===== config.mk =====
export PLATFORM = sky130hd
export DESIGN_NAME = spectrum_peak_detector_flat
export DESIGN_NICKNAME = d
export VERILOG_FILES = /design/src/rtl/spectrum_pkg.sv /design/src/rtl/spectrum_peak_detector_if.sv /design/src/rtl/spectrum_peak_detector_abs_square.sv /design/src/rtl/spectrum_peak_detector.sv /design/src/flat_wrapper.sv
export SDC_FILE = /design/constraint.sdc
export NUM_CORES = 2
export LEC_CHECK = 0
export CORE_ASPECT_RATIO = 0.5
export CORE_MARGIN = 1
export CORE_UTILIZATION = 54
export DETAILED_ROUTE_END_ITERATION = 10
export GPL_TIMING_DRIVEN = 0
export HOLD_SLACK_MARGIN = 0.06
export PLACE_DENSITY = 0.81
export SLEW_MARGIN = 20
export SYNTH_ARGS = -nofsm -noshare
export SYNTH_HDL_FRONTEND = slang
export SYNTH_SLANG_ARGS = --single-unit

===== constraint.sdc =====
create_clock -name clk -period 6.8 [get_ports clk]
set_input_delay 0.68 -clock clk [delete_from_list [all_inputs] [get_ports clk]]
set_output_delay 0.68 -clock clk [all_outputs]
set_load 0.01 [all_outputs]

===== src/rtl/spectrum_pkg.sv =====
// Shared sizing, state encoding and result record for the spectrum peak detector.
package spectrum_pkg;
  localparam int NF = 11;              // frequency bins
  localparam int DW = 32;              // signed bin data width
  localparam int PW = 2 * DW;          // unsigned power width
  localparam int BW = $clog2(NF);

  typedef logic [BW-1:0] bin_idx_t;

  typedef enum logic [1:0] {COLLECT, SCAN, HOLD} state_e;

  typedef struct packed {
    bin_idx_t          peak_bin;
    logic [PW-1:0]     peak_pow;
    logic [NF-1:0]     bin_mask;
  } result_t;
endpackage


===== src/rtl/spectrum_peak_detector_if.sv =====
// Bank-side inputs plus the result record handshake toward the register readout.
interface spectrum_peak_detector_if;
  import spectrum_pkg::*;
  logic [NF-1:0]         valid_i;
  logic [NF-1:0][DW-1:0] data_i;
  logic [PW-1:0]         thr_i;
  logic                  res_valid;
  logic                  res_ready;
  bin_idx_t              peak_bin;
  logic [PW-1:0]         peak_pow;
  logic [NF-1:0]         bin_mask;
  logic                  overrun;

  modport master (output valid_i, data_i, thr_i, res_ready,
                  input  res_valid, peak_bin, peak_pow, bin_mask, overrun);
  modport slave  (input  valid_i, data_i, thr_i, res_ready,
                  output res_valid, peak_bin, peak_pow, bin_mask, overrun);
endinterface


===== src/rtl/spectrum_peak_detector_abs_square.sv =====
// Two-stage signed-to-power pipeline: |x| registered, then |x|^2 registered.
// The magnitude is kept unsigned in DW bits so |-2^(DW-1)| = 2^(DW-1) stays exact.
module abs_square
  import spectrum_pkg::*;
(
  input  logic          clk,
  input  logic          rst,
  input  logic [DW-1:0] x_i,
  output logic [PW-1:0] sq_o
);
  logic [DW-1:0] mag_q, mag_d;
  logic [PW-1:0] sq_q, sq_d;

  // Magnitude of the incoming sample and square of the registered magnitude.
  always_comb begin
    mag_d = x_i[DW-1] ? (~x_i + DW'(1)) : x_i;
    sq_d  = {{DW{1'b0}}, mag_q} * {{DW{1'b0}}, mag_q};
  end

  // Pipeline registers; cleared so a reset mid-scan leaves nothing behind.
  always_ff @(posedge clk) begin
    if (rst) begin
      mag_q <= '0;
      sq_q  <= '0;
    end else begin
      mag_q <= mag_d;
      sq_q  <= sq_d;
    end
  end

  assign sq_o = sq_q;
endmodule


===== src/rtl/spectrum_peak_detector.sv =====
// Captures one result per bin, squares them through a shared pipeline, and
// publishes the strongest bin plus a threshold mask as one record per frame.
module spectrum_peak_detector
  import spectrum_pkg::*;
(
  input  logic                     clk,
  input  logic                     rst,
  spectrum_peak_detector_if.slave  bus
);
  localparam int STAGES = 2;
  localparam int CW     = $clog2(NF + 2);
  // Last bin issues at NF-1 and retires two cycles later.
  localparam logic [CW-1:0] LAST_CNT = CW'(NF + 1);

  state_e                state_q, state_d;
  logic [NF-1:0]         valid_q, got_q, got_d, rise;
  logic [NF-1:0][DW-1:0] buf_q, buf_d;
  logic [CW-1:0]         cnt_q, cnt_d;
  logic [PW-1:0]         thr_q;
  result_t               res_q, res_d;
  logic                  overrun_q;
  logic [STAGES:1]       vld_q;
  logic [STAGES:1][BW-1:0] idx_q;
  logic                  issue, scan_entry;
  bin_idx_t              issue_idx;
  logic [DW-1:0]         issue_data;
  logic [PW-1:0]         sq;

  assign rise       = bus.valid_i & ~valid_q;
  assign scan_entry = (state_q == COLLECT) && (&got_q);
  assign issue      = (state_q == SCAN) && (cnt_q < CW'(NF));
  assign issue_idx  = bin_idx_t'(cnt_q);

  // Frame sequencing: collect all bins, scan them, hold until accepted.
  always_comb begin
    state_d = state_q;
    case (state_q)
      COLLECT: if (&got_q)             state_d = SCAN;
      SCAN:    if (cnt_q == LAST_CNT)  state_d = HOLD;
      HOLD:    if (bus.res_ready)      state_d = COLLECT;
      default:                         state_d = COLLECT;
    endcase
  end

  // Capture buffer, scan counter, issue mux and peak/mask accumulation.
  always_comb begin
    got_d      = got_q;
    buf_d      = buf_q;
    cnt_d      = '0;
    res_d      = res_q;
    issue_data = '0;
    if (state_q == COLLECT) begin
      for (int k = 0; k < NF; k++) begin
        if (rise[k]) begin
          buf_d[k] = bus.data_i[k];
          got_d[k] = 1'b1;
        end
      end
    end
    if (state_q == HOLD && bus.res_ready) got_d = '0;
    if (state_q == SCAN) cnt_d = cnt_q + CW'(1);
    for (int k = 0; k < NF; k++) begin
      if (issue_idx == bin_idx_t'(k)) issue_data = buf_q[k];
    end
    if (scan_entry) res_d = '0;
    if (vld_q[STAGES]) begin
      // Bin 0 seeds the peak; strict > keeps the lower index on ties.
      if (idx_q[STAGES] == '0 || sq > res_q.peak_pow) begin
        res_d.peak_bin = idx_q[STAGES];
        res_d.peak_pow = sq;
      end
      for (int k = 0; k < NF; k++) begin
        if (idx_q[STAGES] == bin_idx_t'(k)) res_d.bin_mask[k] = (sq > thr_q);
      end
    end
  end

  abs_square u_abs_square (
    .clk  (clk),
    .rst  (rst),
    .x_i  (issue_data),
    .sq_o (sq)
  );

  // State, frame data and the valid/index shift alongside the square pipeline.
  always_ff @(posedge clk) begin
    if (rst) begin
      state_q   <= COLLECT;
      valid_q   <= '0;
      got_q     <= '0;
      buf_q     <= '0;
      cnt_q     <= '0;
      thr_q     <= '0;
      res_q     <= '0;
      overrun_q <= 1'b0;
      vld_q     <= '0;
      idx_q     <= '0;
    end else begin
      state_q   <= state_d;
      valid_q   <= bus.valid_i;
      got_q     <= got_d;
      buf_q     <= buf_d;
      cnt_q     <= cnt_d;
      res_q     <= res_d;
      if (scan_entry) thr_q <= bus.thr_i;
      overrun_q <= overrun_q | ((|rise) && (state_q != COLLECT));
      vld_q     <= {vld_q[1], issue};
      idx_q     <= {idx_q[1], issue_idx};
    end
  end

  assign bus.res_valid = (state_q == HOLD);
  assign bus.peak_bin  = res_q.peak_bin;
  assign bus.peak_pow  = res_q.peak_pow;
  assign bus.bin_mask  = res_q.bin_mask;
  assign bus.overrun   = overrun_q;
endmodule


===== src/flat_wrapper.sv =====
// flat-port wrapper written by rule: the top's interface ports become plain ports
module spectrum_peak_detector_flat import spectrum_pkg::*;
  (clk, rst, bus_valid_i, bus_data_i, bus_thr_i, bus_res_ready, bus_res_valid, bus_peak_bin, bus_peak_pow, bus_bin_mask, bus_overrun);
  spectrum_peak_detector_if bus_i ();
  input  logic clk;
  input  logic rst;
  input wire logic [$bits(bus_i.valid_i)-1:0] bus_valid_i;
  input wire logic [$bits(bus_i.data_i)-1:0] bus_data_i;
  input wire logic [$bits(bus_i.thr_i)-1:0] bus_thr_i;
  input wire logic [$bits(bus_i.res_ready)-1:0] bus_res_ready;
  output wire logic [$bits(bus_i.res_valid)-1:0] bus_res_valid;
  output wire logic [$bits(bus_i.peak_bin)-1:0] bus_peak_bin;
  output wire logic [$bits(bus_i.peak_pow)-1:0] bus_peak_pow;
  output wire logic [$bits(bus_i.bin_mask)-1:0] bus_bin_mask;
  output wire logic [$bits(bus_i.overrun)-1:0] bus_overrun;
  assign bus_i.valid_i = bus_valid_i;
  assign bus_i.data_i = bus_data_i;
  assign bus_i.thr_i = bus_thr_i;
  assign bus_i.res_ready = bus_res_ready;
  assign bus_res_valid = bus_i.res_valid;
  assign bus_peak_bin = bus_i.peak_bin;
  assign bus_peak_pow = bus_i.peak_pow;
  assign bus_bin_mask = bus_i.bin_mask;
  assign bus_overrun = bus_i.overrun;
  spectrum_peak_detector u_core (.clk(clk), .rst(rst), .bus(bus_i));
endmodule

==> metrics.md <==
| Metric | Value |
|---|---|
| Status | finished with violations |
| Failing checks | design-rule violations, negative setup slack |
| Initial antenna violation count | 18 |
| Arrival time at the worst endpoint | 8.41 ns |
| Fmax | 126 MHz |
| Min cycle time layout | around 8 ns |
| Die Ht | between 200 and 250 um |
| Vias in the first global route | ~54k |
| Syn Inst Count | 6766 |
| #FFs+latches synth | about 630 |
| Kind of critical path | reg -> reg |
| Max-Cap Viols | 0 |
| Peak VDD IR | around 0.00025 V |
| DIE AREA | around 110000 um^2 |
| Critical Path RT | ~7.3 ns |
| Dominant synthesized flop cell | dfxtp_1 |
| Via count | between 50k and 60k |
| Reg2Reg Depth | 24 |
| I/O pin total | approximately 500 |
| Area added between synthesis and finish | 24.6% |
| Setup Viol. Count Final | 46 |
| Drt first pass iters | 9 |
| FF/Latch Area | around 13000 um^2 |
| Avg Cell Area, Syn | between 8 and 9 um^2 |
| FFs w/ async S/R, synth | 0% |
| Placed insts | around 8.7k |
| Hold Crit Class | reg -> reg |
| Worst-Margin Slew | 1.29 ns |
| M1 WL | roughly 80000 um |
| Metal3 WL | roughly 28000 um |
| Clock-pin slew on the worst setup and hold paths | 0.07 ns |
| Largest net degree at the start of global routing | 18 |
| RR Startpoint | u_core.u_abs_square.mag_q[13] |
| Row cnt | 84 |
| Type of origin of the critical path | register |
| Worst Skew | just under 0.1 ns |
| DRT iter0 DRCs | approximately 6.1k |
| Clock root buffer | clkbuf_16 |
| # DRC | 1 |
| Crit Path Max Fanout | 6 |
| Count of cell types in the netlist | 89 |
| CP startpoint | u_core.u_abs_square.mag_q[13] |
| Ys Warns | 0 |
| Grt total ovfl | 0 |
| Drt via density | between 5 and 6 |
| Period utilization | 117% |
| TritonCTS buffer count | 58 |
| Post-route ant nets | 0 |
| DR top layer | met5 |
| Worst rel slew slack | roughly an eighth |
| Design Area, Final | between 70000 and 80000 um^2 |
| Worst slack, placed | -2.49 ns |
| Reg2reg end | u_core.u_abs_square.sq_o[56] |
| HPWL Detailed | 175000 um |
| Syn Nets | 8415 |
| Worst-Skew Late Latency | 0.69 ns |
| Gr usage total | around 41% |
| Mapped Area | ~58000 um^2 |
| Final WS setup | -1.12 ns |
| WL met2 | ~100000 um |
| DIE WIDTH | roughly 460 um |
| Nets | around 9k |
| Sequential fraction of the synthesis area | 21.8% |
| Routed WL | 227000 um |
| I/O Buffers | slightly above 500 |
| Setup slack, reg-to-reg | -1.12 ns |
| Starting density of the core | between 50% and 60% |
| Post-DP Area | 65200 um^2 |
| H-tree depth | 2 |
| Core box area | roughly 110000 um^2 |
| RePlAce Congestion | roughly 1.1 |
| Crit. End Element | register |
| Area of the multi-input gates | ~40000 um^2 |
| CTS max path bufs | 3 |
| End point of the critical path | u_core.u_abs_square.sq_o[56] |
| Fin cells | approximately 9k |
| EDFF count, synth | 0 |
| P per Cell Area | around 150 nW/um^2 |
| Fin. max-slew vios | 0 |
| First-pass GRT wire length | around 330000 um |
| Clock sink count | roughly 630 |
| Leakage | 33.3 nW |
| CTS tree | built |
| Wire per inst | between 20 and 30 um |
| Ratio of cells with drive above 1 in the final layout | between 10% and 20% |
| Final-report hold violation count | 0 |
| RSZ-0062 raised after global routing | true |
| Fill cells | slightly above 8k |
[flip-flops by register name, summed over array words and instances (netlist names)]
name / count
u_core.bus.overrun: 1
u_core.bus.peak_pow: 64
u_core.state_q: 2
u_core.vld_q: 2
u_core.buf_q: 352
u_core.valid_q: 11
u_core.u_abs_square.mag_q: 32
u_core.cnt_q: 4
u_core.thr_q: 64
u_core.bus.bin_mask: 11
u_core.got_q: 11
u_core.u_abs_square.sq_o: 63
u_core.idx_q: 8
u_core.bus.peak_bin: 4
[Yosys cell counts (27+ instances only)]
| cell | n | area [um^2] |
|---|---|---|
| a211oi_1 | 27 | 203 |
| a21o_1 | 86 | 646 |
| a21oi_1 | 621 | 3110 |
| a221oi_1 | 33 | 289 |
| a22o_1 | 67 | 587 |
| a31oi_1 | 27 | 169 |
| and2_1 | 256 | 1600 |
| buf_2 | 46 | 230 |
| clkbuf_1 | 293 | 1100 |
| dfxtp_1 | 629 | 12600 |
| fa_1 | 792 | 15900 |
| ha_1 | 427 | 5340 |
| inv_1 | 1145 | 4300 |
| nand2_1 | 1210 | 4540 |
| nand3_1 | 40 | 200 |
| nand4_1 | 53 | 332 |
| nor2_1 | 237 | 890 |
| nor2b_1 | 72 | 450 |
| nor3_1 | 35 | 175 |
| o211ai_1 | 30 | 225 |
| o21a_1 | 29 | 218 |
| o21ai_0 | 107 | 536 |
| xnor2_1 | 51 | 447 |
| xor2_1 | 68 | 596 |
[placed cells by master (no fill, tap or decap), types with 33 or more instances in the layout]
cell / count
a21o_1: 84
a21oi_1: 595
a221oi_1: 33
a22o_1: 67
and2_1: 218
and2_4: 36
buf_2: 44
buf_4: 183
buf_6: 44
clkbuf_1: 189
clkbuf_16: 107
clkdlybuf4s50_1: 509
dfxtp_1: 600
fa_1: 748
fa_2: 44
ha_1: 391
inv_1: 1108
nand2_1: 1158
nand2_2: 38
nand3_1: 37
nand4_1: 53
nor2_1: 215
nor2b_1: 71
o21ai_0: 89
xnor2_1: 46
xor2_1: 65
[power breakdown]
part	total (mW)	internal (mW)	switching, mW
sequential	4.07	3.88	0.198
clock	3.38	1.82	1.56
combinational	3.60	1.54	2.06
[critical path, stage by stage, from the launching register on]
cell and delay (ns):
dfxtp_4 0.41, clkbuf_16 0.19, clkbuf_16 0.18, nand2_2 0.10, inv_1 0.07, fa_1 0.53
inv_1 0.06, fa_1 0.60, fa_2 0.46, fa_1 0.52, inv_1 0.07, fa_2 0.57
fa_2 0.43, fa_1 0.47, fa_2 0.69, ha_4 0.28, a21oi_4 0.19, nand2_1 0.15
nor2_4 0.19, o2111ai_4 0.18, o211ai_1 0.42, nand2_2 0.16, a211oi_4 0.37, o21bai_1 0.13
mux2_4 0.31
[stage by stage]
stage / hold slack (ns) / power [mW] / TNS [ns] / util, %
final: 0.442 / 11.1 / -26.64 / 68.2
after global routing: 0.466 / 11.4 / -33.23 / 68.1
after CTS: 0.440 / 10.7 / -23.39 / 66.7
after detailed placement: 0.427 / 7.05 / -76.37 / 61.8
after global placement: 0.419 / 6.99 / -74.43 / 61.8
after floorplan: 0.414 / 5.82 / -1.29 / -
[final cells by class]
class,instances,area share [%]
plain buffers,369,4.30
repair buffers,725,9.86
clock buffers,77,2.28
clock inverters,29,0.400
flip-flops and latches,629,17.6
diodes,12,0.0418
inverters,1146,6.02
multi-input cells,4612,57.0
well taps,1419,2.47
[timing repair]
action / CTS / global route
setup endpoints to repair: 50 / 48
gates cloned: 2 / 1
hold buffers: 0 / 0
setup buffers: 151 / 64
pin swaps: 112 / 148
gates resized for setup: 441 / 261
[metal layers]
metal,vias to the layer above,GRT usage (%)
met5,-,0
met3,1107,11.7
met2,3739,64.2
met1,26120,49.4
li1,22984,-
met4,20,26.7
[cells by family after synthesis]
family / count (synthesis) / share of synthesized area, %
mux: 14 / 0.262
fa+ha+maj: 1219 / 36.7
xor+xnor: 119 / 1.81
buf+inv: 1525 / 10.3
flops: 629 / 21.8
simple gates: 2039 / 15.9
compound gates: 1221 / 13.2
[how the worst min path moves through the flow]
stage                                      startpoint                endpoint  cells after the start
final                                 u_core.vld_q[1]         u_core.vld_q[2]                      1
after global routing                  u_core.vld_q[1]         u_core.vld_q[2]                      1
after CTS                 u_core.u_abs_square.sq_o[0]  u_core.bus.peak_pow[0]                      1
after detailed placement              u_core.vld_q[1]         u_core.vld_q[2]                      1
after global placement                u_core.vld_q[1]         u_core.vld_q[2]                      1
after floorplan                       u_core.idx_q[0]         u_core.idx_q[4]                      1
(Power assumes the default switching activity.)
